[config.mk]
export PLATFORM = sky130hd
export DESIGN_NAME = dht11_scheduler_flat
export DESIGN_NICKNAME = d
export VERILOG_FILES = /design/src/rtl/dht11_scheduler_if.sv /design/src/rtl/dht11_scheduler.sv /design/src/flat_wrapper.sv
export SDC_FILE = /design/constraint.sdc
export NUM_CORES = 1
export LEC_CHECK = 0
export ABC_AREA = 1
export CAP_MARGIN = 20
export CORE_AREA = 5 5 99 101
export CTS_BUF_LIST = sky130_fd_sc_hd__clkbuf_16
export DETAILED_ROUTE_END_ITERATION = 8
export DIE_AREA = 0 0 104 106
export PLACE_DENSITY = 0.77
export SLEW_MARGIN = 40
export SYNTH_ARGS = -nofsm -noshare
export SYNTH_HDL_FRONTEND = slang
export SYNTH_SLANG_ARGS = --single-unit
[constraint.sdc]
create_clock -name clk -period 2.1 [get_ports clk]
set_clock_uncertainty 0.15 [all_clocks]
set_input_delay 0.315 -clock clk [delete_from_list [all_inputs] [get_ports clk]]
set_output_delay 0.315 -clock clk [all_outputs]
set_load 0.01 [all_outputs]
[src/rtl/dht11_scheduler_if.sv]
// dht11_scheduler_if
//   Bundles every non-clock signal of the DHT11 measurement scheduler.
//   Suffixes are from the scheduler's point of view: *_i are driven into
//   the scheduler, *_o are produced by it.
//
//   Handshake semantics (single comment for the whole bus):
//     tick_i, force_i, dht_start_o and dht_done_i are one-clk strobes,
//     sampled on the rising clk edge. There is no ready/back-pressure:
//     a strobe that arrives while the scheduler is not in a state that
//     consumes it is dropped, never queued. dht_chk_err_i, dht_hum_i and
//     dht_temp_i are only meaningful in the same clk as dht_done_i.
//     All *_o signals are registered.
//
//   Modports:
//     slave  - the scheduler itself
//     master - whatever drives the scheduler (controller glue / bench)
interface dht11_scheduler_if;
  logic       tick_i;         // 1 us strobe
  logic       enable_i;       // level: periodic measuring enabled
  logic       force_i;        // request an immediate measurement
  logic       dht_start_o;    // start pulse to the 1-wire controller
  logic       dht_done_i;     // end-of-frame pulse from the controller
  logic       dht_chk_err_i;  // checksum error, qualified by dht_done_i
  logic [7:0] dht_hum_i;      // humidity from the controller
  logic [7:0] dht_temp_i;     // temperature from the controller
  logic [7:0] humidity_o;     // last good humidity
  logic [7:0] temperature_o;  // last good temperature
  logic       valid_o;        // a good reading has been latched
  logic       fail_o;         // retries exhausted
  logic [1:0] retry_cnt_o;    // retries used in the current cycle
  logic [7:0] meas_count_o;   // good readings, wraps
  logic [2:0] state_out_o;    // FSM state for LEDs / debug

  modport slave (
    input  tick_i, enable_i, force_i, dht_done_i, dht_chk_err_i,
           dht_hum_i, dht_temp_i,
    output dht_start_o, humidity_o, temperature_o, valid_o, fail_o,
           retry_cnt_o, meas_count_o, state_out_o
  );

  modport master (
    output tick_i, enable_i, force_i, dht_done_i, dht_chk_err_i,
           dht_hum_i, dht_temp_i,
    input  dht_start_o, humidity_o, temperature_o, valid_o, fail_o,
           retry_cnt_o, meas_count_o, state_out_o
  );
endinterface

[src/rtl/dht11_scheduler.sv]
// dht11_scheduler
//   Measurement sequencer in front of the DHT11 1-wire controller.
//   Periodically pulses dht_start_o, waits for dht_done_i or a timeout,
//   retries failed attempts up to MAX_RETRY times and latches only
//   checksum-good readings onto humidity_o / temperature_o.
//
//   Ports:
//     clk   - system clock
//     reset - asynchronous, active-high reset
//     bus   - dht11_scheduler_if.slave (strobes, controller link,
//             latched results, status and state debug output)
//
//   Parameters (all in 1 us ticks except MAX_RETRY):
//     PERIOD_US    - idle gap from CHECK exit to the next TRIGGER
//     TIMEOUT_US   - ticks allowed in MEASURE before the attempt fails
//     RETRY_GAP_US - ticks between a failed attempt and its retry
//     MAX_RETRY    - retries after the first failed attempt (0..3)
module dht11_scheduler #(
  parameter int unsigned PERIOD_US    = 2000000,
  parameter int unsigned TIMEOUT_US   = 50000,
  parameter int unsigned RETRY_GAP_US = 1000000,
  parameter int unsigned MAX_RETRY    = 3
) (
  input  logic             clk,
  input  logic             reset,
  dht11_scheduler_if.slave bus
);

  localparam int unsigned MAX_AB = (PERIOD_US > TIMEOUT_US) ? PERIOD_US : TIMEOUT_US;
  localparam int unsigned MAX_US = (MAX_AB > RETRY_GAP_US) ? MAX_AB : RETRY_GAP_US;
  localparam int          CW     = (MAX_US > 1) ? $clog2(MAX_US) : 1;

  localparam logic [CW-1:0] PERIOD_LAST  = CW'(PERIOD_US - 1);
  localparam logic [CW-1:0] TIMEOUT_LAST = CW'(TIMEOUT_US - 1);
  localparam logic [CW-1:0] GAP_LAST     = CW'(RETRY_GAP_US - 1);
  localparam logic [1:0]    RETRY_MAX    = 2'(MAX_RETRY);

  typedef enum logic [2:0] {
    S_IDLE        = 3'd0,
    S_TRIGGER     = 3'd1,
    S_MEASURE     = 3'd2,
    S_CHECK       = 3'd3,
    S_RETRY_WAIT  = 3'd4,
    S_WAIT_PERIOD = 3'd5
  } state_t;

  state_t        state_q;
  logic [CW-1:0] cnt_q;
  logic [7:0]    hold_hum_q;
  logic [7:0]    hold_temp_q;
  logic          hold_err_q;
  logic          timeout_q;
  logic          start_q;
  logic [7:0]    hum_q;
  logic [7:0]    temp_q;
  logic          valid_q;
  logic          fail_q;
  logic [1:0]    retry_q;
  logic [7:0]    meas_q;

  // A timed-out attempt is bad even if a stale checksum flag says otherwise.
  logic attempt_good;
  assign attempt_good = !timeout_q && !hold_err_q;

  always_ff @(posedge clk or posedge reset) begin
    if (reset) begin
      state_q     <= S_IDLE;
      cnt_q       <= '0;
      hold_hum_q  <= '0;
      hold_temp_q <= '0;
      hold_err_q  <= 1'b0;
      timeout_q   <= 1'b0;
      start_q     <= 1'b0;
      hum_q       <= '0;
      temp_q      <= '0;
      valid_q     <= 1'b0;
      fail_q      <= 1'b0;
      retry_q     <= '0;
      meas_q      <= '0;
    end else begin
      // dht_start_o is registered, so it is raised on the edge that enters
      // TRIGGER and therefore is high exactly while the FSM sits in TRIGGER.
      start_q <= 1'b0;
      case (state_q)
        S_IDLE: begin
          cnt_q <= '0;
          if (bus.enable_i) begin
            state_q <= S_TRIGGER;
            start_q <= 1'b1;
          end
        end

        // The controller cannot be aborted, so enable_i is only honoured
        // again once the attempt reaches CHECK.
        S_TRIGGER: begin
          cnt_q     <= '0;
          timeout_q <= 1'b0;
          state_q   <= S_MEASURE;
        end

        S_MEASURE: begin
          if (bus.dht_done_i) begin
            // done has priority over a coincident timeout tick
            hold_hum_q  <= bus.dht_hum_i;
            hold_temp_q <= bus.dht_temp_i;
            hold_err_q  <= bus.dht_chk_err_i;
            timeout_q   <= 1'b0;
            state_q     <= S_CHECK;
          end else if (bus.tick_i) begin
            if (cnt_q == TIMEOUT_LAST) begin
              timeout_q <= 1'b1;
              state_q   <= S_CHECK;
            end else begin
              cnt_q <= cnt_q + CW'(1);
            end
          end
        end

        S_CHECK: begin
          cnt_q <= '0;
          if (attempt_good) begin
            hum_q   <= hold_hum_q;
            temp_q  <= hold_temp_q;
            valid_q <= 1'b1;
            fail_q  <= 1'b0;
            retry_q <= '0;
            meas_q  <= meas_q + 8'd1;
            state_q <= S_WAIT_PERIOD;
          end else if (retry_q < RETRY_MAX) begin
            retry_q <= retry_q + 2'd1;
            state_q <= S_RETRY_WAIT;
          end else begin
            fail_q  <= 1'b1;
            retry_q <= '0;
            state_q <= S_WAIT_PERIOD;
          end
          // Outputs above still update; only the destination changes.
          if (!bus.enable_i) state_q <= S_IDLE;
        end

        S_RETRY_WAIT: begin
          if (!bus.enable_i) begin
            state_q <= S_IDLE;
          end else if (bus.tick_i) begin
            if (cnt_q == GAP_LAST) begin
              state_q <= S_TRIGGER;
              start_q <= 1'b1;
            end else begin
              cnt_q <= cnt_q + CW'(1);
            end
          end
        end

        S_WAIT_PERIOD: begin
          if (!bus.enable_i) begin
            state_q <= S_IDLE;
          end else if (bus.force_i) begin
            state_q <= S_TRIGGER;
            start_q <= 1'b1;
          end else if (bus.tick_i) begin
            if (cnt_q == PERIOD_LAST) begin
              state_q <= S_TRIGGER;
              start_q <= 1'b1;
            end else begin
              cnt_q <= cnt_q + CW'(1);
            end
          end
        end

        default: begin
          state_q <= S_IDLE;
          cnt_q   <= '0;
        end
      endcase
    end
  end

  assign bus.dht_start_o   = start_q;
  assign bus.humidity_o    = hum_q;
  assign bus.temperature_o = temp_q;
  assign bus.valid_o       = valid_q;
  assign bus.fail_o        = fail_q;
  assign bus.retry_cnt_o   = retry_q;
  assign bus.meas_count_o  = meas_q;
  assign bus.state_out_o   = state_q;

endmodule

[src/flat_wrapper.sv]
// flat-port wrapper written by rule: the top's interface ports become plain ports
module dht11_scheduler_flat 
#(
  parameter int unsigned PERIOD_US    = 2000000,
  parameter int unsigned TIMEOUT_US   = 50000,
  parameter int unsigned RETRY_GAP_US = 1000000,
  parameter int unsigned MAX_RETRY    = 3
)
  (clk, reset, bus_tick_i, bus_enable_i, bus_force_i, bus_dht_done_i, bus_dht_chk_err_i, bus_dht_hum_i, bus_dht_temp_i, bus_dht_start_o, bus_humidity_o, bus_temperature_o, bus_valid_o, bus_fail_o, bus_retry_cnt_o, bus_meas_count_o, bus_state_out_o);
  dht11_scheduler_if bus_i ();
  input  logic clk;
  input  logic reset;
  input wire logic [$bits(bus_i.tick_i)-1:0] bus_tick_i;
  input wire logic [$bits(bus_i.enable_i)-1:0] bus_enable_i;
  input wire logic [$bits(bus_i.force_i)-1:0] bus_force_i;
  input wire logic [$bits(bus_i.dht_done_i)-1:0] bus_dht_done_i;
  input wire logic [$bits(bus_i.dht_chk_err_i)-1:0] bus_dht_chk_err_i;
  input wire logic [$bits(bus_i.dht_hum_i)-1:0] bus_dht_hum_i;
  input wire logic [$bits(bus_i.dht_temp_i)-1:0] bus_dht_temp_i;
  output wire logic [$bits(bus_i.dht_start_o)-1:0] bus_dht_start_o;
  output wire logic [$bits(bus_i.humidity_o)-1:0] bus_humidity_o;
  output wire logic [$bits(bus_i.temperature_o)-1:0] bus_temperature_o;
  output wire logic [$bits(bus_i.valid_o)-1:0] bus_valid_o;
  output wire logic [$bits(bus_i.fail_o)-1:0] bus_fail_o;
  output wire logic [$bits(bus_i.retry_cnt_o)-1:0] bus_retry_cnt_o;
  output wire logic [$bits(bus_i.meas_count_o)-1:0] bus_meas_count_o;
  output wire logic [$bits(bus_i.state_out_o)-1:0] bus_state_out_o;
  assign bus_i.tick_i = bus_tick_i;
  assign bus_i.enable_i = bus_enable_i;
  assign bus_i.force_i = bus_force_i;
  assign bus_i.dht_done_i = bus_dht_done_i;
  assign bus_i.dht_chk_err_i = bus_dht_chk_err_i;
  assign bus_i.dht_hum_i = bus_dht_hum_i;
  assign bus_i.dht_temp_i = bus_dht_temp_i;
  assign bus_dht_start_o = bus_i.dht_start_o;
  assign bus_humidity_o = bus_i.humidity_o;
  assign bus_temperature_o = bus_i.temperature_o;
  assign bus_valid_o = bus_i.valid_o;
  assign bus_fail_o = bus_i.fail_o;
  assign bus_retry_cnt_o = bus_i.retry_cnt_o;
  assign bus_meas_count_o = bus_i.meas_count_o;
  assign bus_state_out_o = bus_i.state_out_o;
  dht11_scheduler #(.PERIOD_US(PERIOD_US), .TIMEOUT_US(TIMEOUT_US), .RETRY_GAP_US(RETRY_GAP_US), .MAX_RETRY(MAX_RETRY)) u_core (.clk(clk), .reset(reset), .bus(bus_i));
endmodule
==> qor.csv <==
metric;value;unit
status;finished, final reports clean;
power density over cell area;1170;mW/mm^2
Die X;104;um
Die ar.;0.0110;sq mm
reg2reg setup slack;0.14;ns
Max VDD drop;0.457;mV
setup violators final;0;
DRT antenna net count;0;
H-tree levels;3;
fin crit share;93.2;%
Detailed Route WL;9270;um
Worst Setup End Kind;flop;
Post-Synthesis Cells;492;
Worst setup endpoint;u_core.cnt_q[8];
DP HPWL;6620;um
synthesized flop and latch total;71;
GPL Wtd Cong;0.965;
share of cells above drive strength 1;15.9;%
fmax;511;MHz
core area;0.00893;sq mm
Area Overhead vs Synth;27.9;%
Data required, critical path;2.16;ns
critical path peak fanout;5;
startpoint types;flop;
most frequent cells in the layout;nand2_1 (133), nor2_1 (73), dfrtp_1 (71);
CTS Buffer Depth;2;
top post-synthesis cells by area;dfrtp_1 (46%), nand2_1 (13%), nor2_1 (7.2%);
Clock Sink Count;71;
routed vias/inst;5.14;
Worst Hold Class;in -> async;
Worst R2R Path Depth;9;
Skew-Pair Late Insertion Delay;0.33;ns
area leader, netlist;dfrtp_1;
synthesized cell area;0.00388;sq mm
first-pass GRT wire length;15800;um
maxcap violations;0;
die height;106;um
vias in the first global route;3260;
RR Startpoint;u_core.cnt_q[1];
initial antenna violation count;0;
Critical Path AT;2.02;ns
1st-pass router iterations;5;
# rows;35;
syn_area_per_cell;7.88;sq um
sequential element share of the synthesized area;45.8;%
clock transition at the registers of the reported paths;0.06;ns
Lkg Pwr;0.00227;uW
Port Buf Inserts;54;
Worst slew margin;65.0;%
post-layout util;55.5;%
Tot Pwr;5820;uW
Critical path origin;u_core.cnt_q[1];
Starting Density;43.4;%
yosys warns;0;
Slew Limit Fails;0;
# IOs;55;
critical path type;reg -> reg;
minimum clock period;1.96;ns
GRT overflow;0;
WL per Instance;13.8;um
Reg2Reg Capture Point;u_core.cnt_q[8];
initial DRC count;196;
Ant. Diodes;0;
nets;582;
Yosys cell types;29;
Hold Fails Final Rpt;0;
# DRC;0;
Total GRT Usage;17.3;%
cts hold-fix bufs;0;
via count;3451;
largest net degree at the start of global routing;72;
syn_nets;518;
Num CTS Buffers;9;
slew of the pin with the lowest slew margin;0.524;ns
root buf cell;clkbuf_16;
commonest non-fill, non-tap cell in the layout;nand2_1;
Yosys top cell area share;45.8;%
TNS Setup;0;ns
CTS tree;yes;
## registers in the layout, indices dropped and copies added (netlist names)
name                      flops
u_core.bus.humidity_o         8
u_core.hold_temp_q            8
u_core.hold_err_q             1
u_core.bus.meas_count_o       8
u_core.timeout_q              1
u_core.bus.valid_o            1
u_core.bus.temperature_o      8
u_core.bus.dht_start_o        1
u_core.bus.state_out_o        3
u_core.hold_hum_q             8
u_core.bus.retry_cnt_o        2
u_core.cnt_q                 21
u_core.bus.fail_o             1
## layer usage
metal / wire length (um) / GRT usage (%) / vias to the layer above
met4: 143 / 4.81 / 0
met5: 0 / 0 / -
met2: 4360 / 27.5 / 130
li1: - / - / 1694
met1: 4160 / 23.3 / 1610
met3: 608 / 4.92 / 17
## critical path, stage by stage, from the launching register on
cell     delay (ns)
dfrtp_1        0.42
ha_4           0.19
nand2_1        0.07
nor2_1         0.21
nand2_2        0.17
nor3_4         0.25
xor2_1         0.17
nor2_1         0.06
nand2_2        0.09
o21ai_2        0.05
## how the worst min path moves through the flow
stage | from | endpoint | slack [ns] | cells past startpoint
detailed placement | u_core.hold_temp_q[2] | u_core.bus.temperature_o[2] | 0.31 | 2
floorplan | bus_enable_i | u_core.bus.state_out_o[2] | 0.27 | 2
global placement | u_core.hold_hum_q[0] | u_core.bus.humidity_o[0] | 0.30 | 2
global route | reset | u_core.hold_temp_q[3] | 0.34 | 3
finish | reset | u_core.hold_temp_q[3] | 0.29 | 3
CTS | reset | u_core.hold_temp_q[3] | 0.31 | 3
## power breakdown
part           internal (uW)  total, uW  switching (uW)
registers               1800       2070             271
logic                    979       2160            1180
clock network           1030       1590             557
total                   3810       5820            2010
## cell type report
class | instances | area [sq um]
Fill cell | 789 | 3980
Multi-Input combinational cell | 360 | 1890
Sequential cell | 71 | 1780
Timing Repair Buffer | 67 | 663
Clock buffer | 9 | 225
Inverter | 47 | 180
Tap cell | 111 | 139
Clock inverter | 6 | 86.3
## Yosys cell counts (all sizes together)
| library cell | instances |
|---|---|
| nor3b | 1 |
| o21ai | 36 |
| inv | 47 |
| or2 | 1 |
| xnor2 | 6 |
| ha | 3 |
| nand4 | 13 |
| nor2 | 82 |
| dfrtp | 71 |
| mux2 | 11 |
| xor2 | 11 |
| buf | 10 |
| nor3 | 7 |
| nand2 | 145 |
| nand3 | 34 |
| nand3b | 1 |
| clkbuf | 4 |
| a21oi | 9 |
## kinds of logic after synthesis
group                      Yosys count  share of synthesized area, %
muxes                               11                          3.20
and+or+nand+nor                    284                          32.3
DFF                                 71                          45.8
buffers and inverters               61                          6.78
AOI/OAI and AO/OA                   45                          7.07
adders and majority gates            3                         0.968
xor gates and xnor gates            17                          3.84
## timing repair
item	4_1_cts	5_1_grt
setup buffers	0	0
resized for setup	0	10
setup endpoints to repair	0	22
## per-stage QoR
step	std cells	instance area, sq um	worst slack (ns)	hold slack [ns]
2_1_floorplan	492	3880	0.323	0.275
3_3_place_gp	656	4600	0.143	0.299
3_5_place_dp	656	4600	0.0786	0.306
4_1_cts	671	4910	0.0648	0.310
5_1_grt	671	4960	-0.0232	0.335
6_report	671	4960	0.143	0.285
Note: power is estimated with default switching activity, not from simulation.
